File: src/rtl/tri_job_sched.sv
// tri_job_sched: round-robin front end that shares one triangle rasterizer
// among NREQ requesters. It grants one job at a time, feeds its three vertices
// to the engine over nt/xi/yi, forwards emitted points tagged with the owner ID,
// and reports done plus a saturating point count.
// Optional: define TRI_WDOG_EN to add the err output and a WAIT-state watchdog
// that forces completion after WDOG_CYCLES cycles.

module tri_job_sched #(
  parameter int NREQ        = 4,
  parameter int IDW         = 2,
  parameter int WDOG_CYCLES = 255
) (
  input  logic                 clk,
  input  logic                 reset,
  input  logic [NREQ-1:0]      req,
  input  logic [NREQ*18-1:0]   vtx,
  output logic [NREQ-1:0]      gnt,
  output logic [NREQ-1:0]      done,
  output logic [6:0]           pt_cnt,
`ifdef TRI_WDOG_EN
  output logic                 err,
`endif
  output logic                 eng_nt,
  output logic [2:0]           eng_xi,
  output logic [2:0]           eng_yi,
  input  logic                 eng_busy,
  input  logic                 eng_po,
  input  logic [2:0]           eng_xo,
  input  logic [2:0]           eng_yo,
  output logic                 pt_valid,
  output logic [2:0]           pt_x,
  output logic [2:0]           pt_y,
  output logic [IDW-1:0]       pt_id
);

  if (NREQ < 2 || NREQ > 8 || (1 << IDW) < NREQ || WDOG_CYCLES < 1) begin : g_param_err
    $error("tri_job_sched: illegal parameter combination");
  end

  typedef enum logic [2:0] {
    S_IDLE, S_LOAD1, S_LOAD2, S_LOAD3, S_WAIT_HI, S_WAIT_LO, S_DONE
  } state_e;

  state_e          state_q, state_d;
  logic [IDW-1:0]  ptr_q, ptr_d;
  logic [IDW-1:0]  cur_id_q, cur_id_d;
  logic [17:0]     vtx_q, vtx_d;
  logic [6:0]      cnt_q, cnt_d;
  logic            seen_q, seen_d;
  logic [NREQ-1:0] done_q, done_d;
  logic [6:0]      pt_cnt_q, pt_cnt_d;
  logic            eng_nt_q, eng_nt_d;
  logic [2:0]      eng_xi_q, eng_xi_d, eng_yi_q, eng_yi_d;
  logic            pt_valid_q, pt_valid_d;
  logic [2:0]      pt_x_q, pt_x_d, pt_y_q, pt_y_d;
  logic [IDW-1:0]  pt_id_q, pt_id_d;
`ifdef TRI_WDOG_EN
  localparam int WDW = $clog2(WDOG_CYCLES + 1);
  logic [WDW-1:0]  wd_q, wd_d;
  logic            err_q, err_d;
`endif

  logic            win_found;
  logic [IDW-1:0]  win_id;
  logic [17:0]     win_vtx;
  logic            grant_go;
  logic            fwd_en;

  // Rotating priority: lowest requester above ptr wins, else wrap to lowest overall.
  always_comb begin
    win_found = 1'b0;
    win_id    = '0;
    win_vtx   = '0;
    for (int r = NREQ-1; r >= 0; r--) begin
      if (req[r]) begin
        win_found = 1'b1;
        win_id    = IDW'(r);
        win_vtx   = vtx[r*18 +: 18];
      end
    end
    for (int r = NREQ-1; r >= 0; r--) begin
      if (req[r] && (IDW'(r) > ptr_q)) begin
        win_id  = IDW'(r);
        win_vtx = vtx[r*18 +: 18];
      end
    end
  end

  // Grant is combinational so the requester sees it in the cycle its vertices are taken.
  always_comb begin
    grant_go = (state_q == S_IDLE) && win_found && !eng_busy && !reset;
    gnt      = '0;
    if (grant_go) begin
      for (int r = 0; r < NREQ; r++) gnt[r] = (IDW'(r) == win_id);
    end
  end

  // Next-state, point forwarding and registered output values.
  always_comb begin
    state_d    = state_q;
    ptr_d      = ptr_q;
    cur_id_d   = cur_id_q;
    vtx_d      = vtx_q;
    cnt_d      = cnt_q;
    seen_d     = seen_q;
    done_d     = '0;
    pt_cnt_d   = pt_cnt_q;
    eng_nt_d   = 1'b0;
    eng_xi_d   = '0;
    eng_yi_d   = '0;
    pt_valid_d = 1'b0;
    pt_x_d     = '0;
    pt_y_d     = '0;
    pt_id_d    = '0;
`ifdef TRI_WDOG_EN
    wd_d       = '0;
    err_d      = 1'b0;
`endif

    fwd_en = (state_q == S_LOAD1) || (state_q == S_LOAD2) || (state_q == S_LOAD3) ||
             (state_q == S_WAIT_HI) || (state_q == S_WAIT_LO);
    if (fwd_en && eng_po) begin
      pt_valid_d = 1'b1;
      pt_x_d     = eng_xo;
      pt_y_d     = eng_yo;
      pt_id_d    = cur_id_q;
      if (cnt_q != 7'd64) cnt_d = cnt_q + 7'd1;
    end

    case (state_q)
      S_IDLE: begin
        if (grant_go) begin
          state_d  = S_LOAD1;
          vtx_d    = win_vtx;
          cur_id_d = win_id;
          cnt_d    = '0;
          seen_d   = 1'b0;
        end
      end
      S_LOAD1: begin
        state_d = S_LOAD2;
        seen_d  = seen_q | eng_busy;
      end
      S_LOAD2: begin
        state_d = S_LOAD3;
        seen_d  = seen_q | eng_busy;
      end
      S_LOAD3: begin
        state_d = S_WAIT_HI;
        seen_d  = seen_q | eng_busy;
      end
      // A busy pulse already seen during loading counts as the rising edge.
      S_WAIT_HI: if (seen_q || eng_busy) state_d = S_WAIT_LO;
      S_WAIT_LO: if (!eng_busy) state_d = S_DONE;
      S_DONE: begin
        state_d = S_IDLE;
        ptr_d   = cur_id_q;
      end
      default: state_d = S_IDLE;
    endcase

`ifdef TRI_WDOG_EN
    if ((state_q == S_WAIT_HI) || (state_q == S_WAIT_LO)) begin
      wd_d = wd_q + WDW'(1);
      if ((state_d != S_DONE) && (wd_q == WDW'(WDOG_CYCLES - 1))) begin
        state_d = S_DONE;
        err_d   = 1'b1;
      end
    end
`endif

    // Engine-side and completion outputs follow the state being entered.
    case (state_d)
      S_LOAD1: begin
        eng_nt_d = 1'b1;
        eng_xi_d = vtx_d[17:15];
        eng_yi_d = vtx_d[14:12];
      end
      S_LOAD2: begin
        eng_xi_d = vtx_d[11:9];
        eng_yi_d = vtx_d[8:6];
      end
      S_LOAD3: begin
        eng_xi_d = vtx_d[5:3];
        eng_yi_d = vtx_d[2:0];
      end
      S_DONE: begin
        for (int r = 0; r < NREQ; r++) done_d[r] = (IDW'(r) == cur_id_q);
        pt_cnt_d = cnt_d;
      end
      default: ;
    endcase
  end

  // State and output registers; reset aborts any job and clears every output.
  always_ff @(posedge clk or posedge reset) begin
    if (reset) begin
      state_q    <= S_IDLE;
      ptr_q      <= IDW'(NREQ - 1);
      cur_id_q   <= '0;
      vtx_q      <= '0;
      cnt_q      <= '0;
      seen_q     <= 1'b0;
      done_q     <= '0;
      pt_cnt_q   <= '0;
      eng_nt_q   <= 1'b0;
      eng_xi_q   <= '0;
      eng_yi_q   <= '0;
      pt_valid_q <= 1'b0;
      pt_x_q     <= '0;
      pt_y_q     <= '0;
      pt_id_q    <= '0;
`ifdef TRI_WDOG_EN
      wd_q       <= '0;
      err_q      <= 1'b0;
`endif
    end else begin
      state_q    <= state_d;
      ptr_q      <= ptr_d;
      cur_id_q   <= cur_id_d;
      vtx_q      <= vtx_d;
      cnt_q      <= cnt_d;
      seen_q     <= seen_d;
      done_q     <= done_d;
      pt_cnt_q   <= pt_cnt_d;
      eng_nt_q   <= eng_nt_d;
      eng_xi_q   <= eng_xi_d;
      eng_yi_q   <= eng_yi_d;
      pt_valid_q <= pt_valid_d;
      pt_x_q     <= pt_x_d;
      pt_y_q     <= pt_y_d;
      pt_id_q    <= pt_id_d;
`ifdef TRI_WDOG_EN
      wd_q       <= wd_d;
      err_q      <= err_d;
`endif
    end
  end

  assign done     = done_q;
  assign pt_cnt   = pt_cnt_q;
  assign eng_nt   = eng_nt_q;
  assign eng_xi   = eng_xi_q;
  assign eng_yi   = eng_yi_q;
  assign pt_valid = pt_valid_q;
  assign pt_x     = pt_x_q;
  assign pt_y     = pt_y_q;
  assign pt_id    = pt_id_q;
`ifdef TRI_WDOG_EN
  assign err      = err_q;
`endif

endmodule

File: config.mk
export PLATFORM = sky130hd
export DESIGN_NAME = tri_job_sched
export DESIGN_NICKNAME = d
export VERILOG_FILES = /design/src/rtl/tri_job_sched.sv
export SDC_FILE = /design/constraint.sdc
export NUM_CORES = 1
export LEC_CHECK = 0
export BUFFER_PORTS_ARGS = -buffer_cell sky130_fd_sc_hd__buf_2
export CORE_MARGIN = 1.5
export CORE_UTILIZATION = 50
export CTS_CLUSTER_DIAMETER = 120
export DETAILED_ROUTE_END_ITERATION = 10
export GPL_TIMING_DRIVEN = 0
export PLACE_DENSITY_LB_ADDON = 0.15
export SLEW_MARGIN = 20
export SYNTH_ARGS = -nofsm -noshare
export SYNTH_HDL_FRONTEND = slang
export SYNTH_SLANG_ARGS = --single-unit
File: constraint.sdc
create_clock -name clk -period 2.5 [get_ports clk]
set_input_delay 0.125 -clock clk [delete_from_list [all_inputs] [get_ports clk]]
set_output_delay 0.125 -clock clk [all_outputs]
set_load 0.02 [all_outputs]
==> run metrics, run 1 <==
Critical path buffers and inverters 4; share of layout cells above drive strength 1 between 20% and 30%; Post-synth EDFFs 0; Initial DRC Count ~360; vias ~4000; post-route cell area 4480 µm²; Final Hold Violating Endpoints 0; status finished, final reports clean; Max clock buf depth 2; pre-CTS setup slack approximately 200 ps; post-route setup slack 120 ps; setup TNS 0 ps; Die Y roughly 89 µm; Final Skew between 8 and 9 ps; clk slew on worst S/H paths roughly 110 ps; Setup CP Type reg -> out; Yosys top cell by area dfrtp_1; Hold EP pt_x[0]; Ports 117; post-synth top area share between 30% and 40%; vias in the first global route 3663; Antenna diodes 0; vias per cell around 6; Yosys cell types a little under 60; final cell count without fillers 663; Clock Latency Late Sink 310 ps; unrepaired setup endpoints after global routing true; most common cell in the netlist nand2_1; CTS tree yes; Initial DRT Pass Iterations 6; Overall Power ~0.0038 W; Min Clock Period, post-route roughly 2400 ps; CP top delay family buffers and inverters; CP endpoint kind output port; max incr delay on CP between 400 and 500 ps; worst r2r dst eng_xi[0]; Placed Area roughly 4400 µm²; first-pass GRT wire length 18100 µm; Post-DRT Antenna Nets 0; WL final 11700 µm; max cap viols 0; Hold Path Class in -> reg; Core Footprint around 7000 µm²; total track usage approximately 30%; Pleak 2.14 nW; TritonCTS Buffers 5; GP Congestion a little over 0.9; Area Growth Syn to Fin 22.4%; DP HPWL between 8000 and 9000 µm; Slew @ Worst Pin just under 700 ps; Required @ worst endpoint between 2000 and 2500 ps; initial antenna violation count 0; # setup viols final 0; die width 88.6 µm; Synthesized Nets about 530; full die area roughly 7800 µm²; Final nets 651; R2R Setup Slk around 300 ps; Initial Util 51.0%; Gate Count Post-Synth roughly 440; asr flop ratio synth 100%; CTS Root Cell clkbuf_8; Critical Path Source Type register; fin crit share approximately 95%; placed cell count 655; Avg Synthesized Cell Area between 8 and 9 µm²; IO buf count around 120; row cnt 31; FF-to-FF path depth 7; pin count of the biggest net entering global routing between 50 and 60; Post-synth top cells 62 x nand2_1, 52 x dfrtp_1, 45 x a21oi_1; CP dominant cell by count buf_2; CP cell instances buf_2, nor3_1, nand3_2, buf_2, buf_2, nor3_1, buf_2; slowest CP cell dfrtp_1; Seq/Total Area, Yosys 37.0%; fmax approximately 420 MHz; peak supply drop 0.385 mV; hold path start eng_xo[0]; Rel. slew slack 55.1%; Synth Warn # 0; CTS Sinks between 50 and 60; PwrDens 853 nW/µm²; WL/cell about 18 µm; Critical Path AT approximately 2300 ps; mapped cell area 3660 µm²; fillcell total between 600 and 700; post-synthesis sequential element count 54; gr ovfl total 0; htree depth 2; Crit Path Max Fanout 10; fin. max-slew vios 0; drt drc 0; largest cells by area after synthesis dfrtp_1 36%, nand2_1 6.4%, a21oi_1 6.1%; reg2reg start ptr_q[0]; Post-synth top flop dfrtp_1; hold depth 2
[logic make-up after synthesis]
| logic type | synth area share, % |
|---|---|
| compound gates | 28.0 |
| xor+xnor | 0.478 |
| fa+ha+maj | 0.683 |
| buf+inv | 7.96 |
| flops | 37.0 |
| mux | 2.15 |
| simple gates | 23.8 |
[flip-flops by register name, indices dropped and copies added (netlist names), 2 cells and up]
name	count
cnt_q	7
pt_x	3
pt_cnt	7
cur_id_q	2
vtx_q	12
pt_y	3
state_q	3
pt_id	2
ptr_q	2
eng_yi	3
done	4
eng_xi	3
[cell usage in the layout (no fill, tap or decap), types with 7 or more instances in the layout]
master and n:
mux2_2 7, dfrtp_1 52, nand2_1 62, and2_1 10, nor2b_1 17, a21oi_1 44, buf_2 129, a2111oi_0 11
a311oi_1 11, clkbuf_1 13, nand3b_1 13, nor2_1 16, inv_1 28, a21boi_0 12, nor3_1 26, o21ai_0 13
[layout make-up]
class	count	area, µm²	area share (%)
multi-input cells	320	2020	45.2
flip-flops and latches	54	1350	30.2
repair buffers	116	586	13.1
plain buffers	34	173	3.85
well taps	99	124	2.76
inverters	32	123	2.74
clock buffers	6	82.6	1.84
clock inverters	2	16.3	0.363
[report_power, final]
group	leakage [nW]	switching [W]	total, W	internal, W
Clock	0.0478	0.000314	0.000543	0.000229
Combinational	1.39	0.00123	0.00194	0.000714
Sequential	0.698	0.000163	0.00134	0.00118
Total	2.14	0.00170	0.00382	0.00212
[layer usage]
layer | vias to the layer above | GRT usage (%) | part of all wire [%]
li1 | 1848 | - | -
met5 | - | 0 | 0
met2 | 220 | 51.0 | 48
met3 | 28 | 4.01 | 8.0
met1 | 1870 | 38.8 | 41
met4 | 0 | 11.4 | 2.7
[worst max path at each step]
stage	slack, ps	from	cells after the start	end
after global placement	210	ptr_q[0]	7	eng_yi[0]
after CTS	70	ptr_q[0]	8	gnt[0]
final	120	state_q[1]	7	gnt[0]
after detailed placement	200	ptr_q[0]	7	eng_yi[1]
after global routing	-20	state_q[1]	8	gnt[3]
after floorplan	570	ptr_q[0]	7	gnt[0]
[through the flow]
stage	hold slack (ps)	util (%)
after floorplan	254	-
after global placement	334	60.8
after detailed placement	299	60.8
after CTS	13.9	62.4
after global routing	15.1	62.5
final	15.0	62.5
[repair_timing]
item | 4_1_cts | 5_1_grt
hold endpoints to repair | 52 | 0
setup buffers | 0 | 0
setup endpoints to repair | 1 | 5
gates resized for setup | 1 | 6
hold buffers | 1 | 0
No activity file was read; power rests on OpenSTA's default activity.
==> run 2: changes to the inputs <==
- CORE_UTILIZATION: 50 -> 47
- clock period: 2.5 -> 2 ns (I/O delays scaled with it)
==> run 2 against run 1 <==
The flow now finishes with violations (hold timing, setup timing). Sequential power is 28% higher. Utilization is 0.81 points lower. Cell count grew 1.8%. Largest cell class unchanged. Highest routed layer unchanged.
==> run metrics, run 2 (synthesized netlist as in run 1, its figures left out) <==
Rel. slew slack 54.1% (-1.0 points); GP Congestion 0.948 (+1.7%); fin crit share 101%; Initial DRT Pass Iterations 7 (+1); slowest CP cell dfstp_2; IO buf count 115 (unchanged); R2R Setup Slk 10 ps (-290 ps); max incr delay on CP 430 ps (about the same); CP startpoint ptr_q[1]; peak supply drop 0.499 mV (+30%); vias in the first global route 3797 (+3.7%); fillcell total 711 (+10%); DP HPWL 8460 µm (about the same); initial antenna violation count 0 (unchanged); total track usage 28.1% (-1.9 points); max cap viols 0 (unchanged); commonest non-fill, non-tap cell in the layout buf_2; WL final 12100 µm (+2.8%); Final Hold Violating Endpoints 1 (+1); fmax between 400 and 500 MHz; die width 91.3 µm (+3.0%); CP dominant cell by count buf_6; Largest Register vtx_q; Required @ worst endpoint 1900 ps (-480 ps); first-pass GRT wire length 18700 µm (+3.2%); row cnt 32 (+3.2%); status complete, but fails checks; CTS tree yes; max FFs per register 12 (unchanged); WL/cell 17.9 µm (+0.97%); unrepaired setup endpoints after global routing true; Critical Path Source Type register; Post-DRT Antenna Nets 0 (unchanged); Initial Util 47.9% (-3.1 points); drt drc 0 (unchanged); fin. max-slew vios 0 (unchanged); Clock Latency Late Sink 320 ps (about the same); Die Y 91.3 µm (+3.0%); Antenna diodes 0 (unchanged); CP endpoint kind output port; Hold Path Class in -> reg; CP cell instances buf_8, a22o_1, a211o_1, buf_6, nor3_4, buf_6; worst r2r dst eng_yi[2]; failing checks hold timing, setup timing; post-route setup slack -10.4 ps (-130 ps); gr ovfl total 0 (unchanged); Slew @ Worst Pin 689 ps (+15.2 ps); Placed Area 4370 µm² (about the same); reg2reg start ptr_q[0]; CTS Sinks 54 (unchanged); FF-to-FF path depth 6 (-1); CTS Root Cell clkbuf_8; PwrDens 1080 nW/µm² (+26%); share of layout cells above drive strength 1 33.5% (+4.1 points); # setup viols final 3 (+3); Crit Path Max Fanout 6 (-4); Final Skew 12.5 ps (+3.61 ps); Max clock buf depth 2 (unchanged); Core Footprint 7650 µm² (+6.6%); post-route cell area 4710 µm² (+5.2%); Min Clock Period, post-route a little over 2000 ps; TritonCTS Buffers 5 (unchanged); worst setup path endpoint gnt[3]; Final Hold Slack -0.163 ps (-15.2 ps); Area Growth Syn to Fin 28.7%; Initial DRC Count 393 (+10%); pin count of the biggest net entering global routing 55 (unchanged); Final nets 660 (+1.4%); Critical Path AT 1910 ps (-340 ps); Setup CP Type reg -> out; most frequent cells in the layout 121 x buf_2, 61 x nand2_1, 51 x dfrtp_1; hold path start eng_yo[1]; Pleak 2.23 nW (+4.2%); vias 4013 (+1.2%); vias per cell 5.95 (-0.61%); full die area 8330 µm² (+6.2%); clk slew on worst S/H paths 110 ps (about the same); Ports 117 (unchanged); htree depth 2 (unchanged)
[run 2: worst min path at each step]
| stage | end | slack, ps | cells after the start |
|---|---|---|---|
| global route | pt_y[1] | 3 | 2 |
| CTS | pt_y[1] | 4 | 2 |
| global placement | pt_y[2] | 310 | 2 |
| finish | pt_y[1] | -0.2 | 2 |
| floorplan | pt_x[0] | 230 | 1 |
| detailed placement | seen_q | 270 | 2 |
[run 2: cell type report]
type	instances	area, µm²	area share [%]
Inverter	32	123	2.60
Sequential cell	54	1360	28.7
Clock buffer	6	72.6	1.54
Clock inverter	2	37.5	0.796
Multi-Input combinational cell	320	2100	44.6
Timing Repair Buffer	128	708	15.0
Tap cell	102	128	2.71
Buffer	31	190	4.03
[run 2: routing by layer]
metal / track usage (%) / vias to the layer above / wire, µm
met3: 3.10 / 12 / 959
met1: 37.1 / 1925 / 5080
met5: 0 / - / 0
met4: 8.59 / 0 / 116
met2: 48.0 / 217 / 5900
li1: - / 1859 / -
[run 2: where the power goes]
part / total [W] / leakage [nW] / internal [W] / switching, W
combinational: 0.00261 / 1.48 / 0.00103 / 0.00158
sequential: 0.00171 / 0.697 / 0.00147 / 0.000234
clock: 0.000760 / 0.0514 / 0.000374 / 0.000386
total: 0.00508 / 2.23 / 0.00287 / 0.00220
[run 2: worst max-delay path: cells and delay by family (launching register included)]
kind,cells,cell delay [ps]
AO/OA/AOI/OAI,2,540
buffers and inverters,3,430
flip-flops,1,430
AND/OR/NAND/NOR,1,190
[run 2: metrics by stage]
stage	TNS (ps)	power, W	util [%]	setup slack (ps)	std cells
after detailed placement	-3090	0.00404	57.1	-341	658
after global placement	-12140	0.00398	57.1	-260	658
final	-14.4	0.00508	61.6	-10.4	675
after CTS	-3.88	0.00492	60.7	-3.88	674
after floorplan	0	0.00329	-	91.5	441
after global routing	-539	0.00537	61.6	-97.6	675
[run 2: timing repair]
| action | CTS | global route |
|---|---|---|
| setup buffers | 7 | 2 |
| gates resized for setup | 28 | 20 |
| hold buffers | 4 | 0 |
| pin swaps | 9 | 7 |
| gates cloned | 0 | 0 |
| setup endpoints to repair | 18 | 17 |
| endpoints found under the hold margin | 55 | 0 |
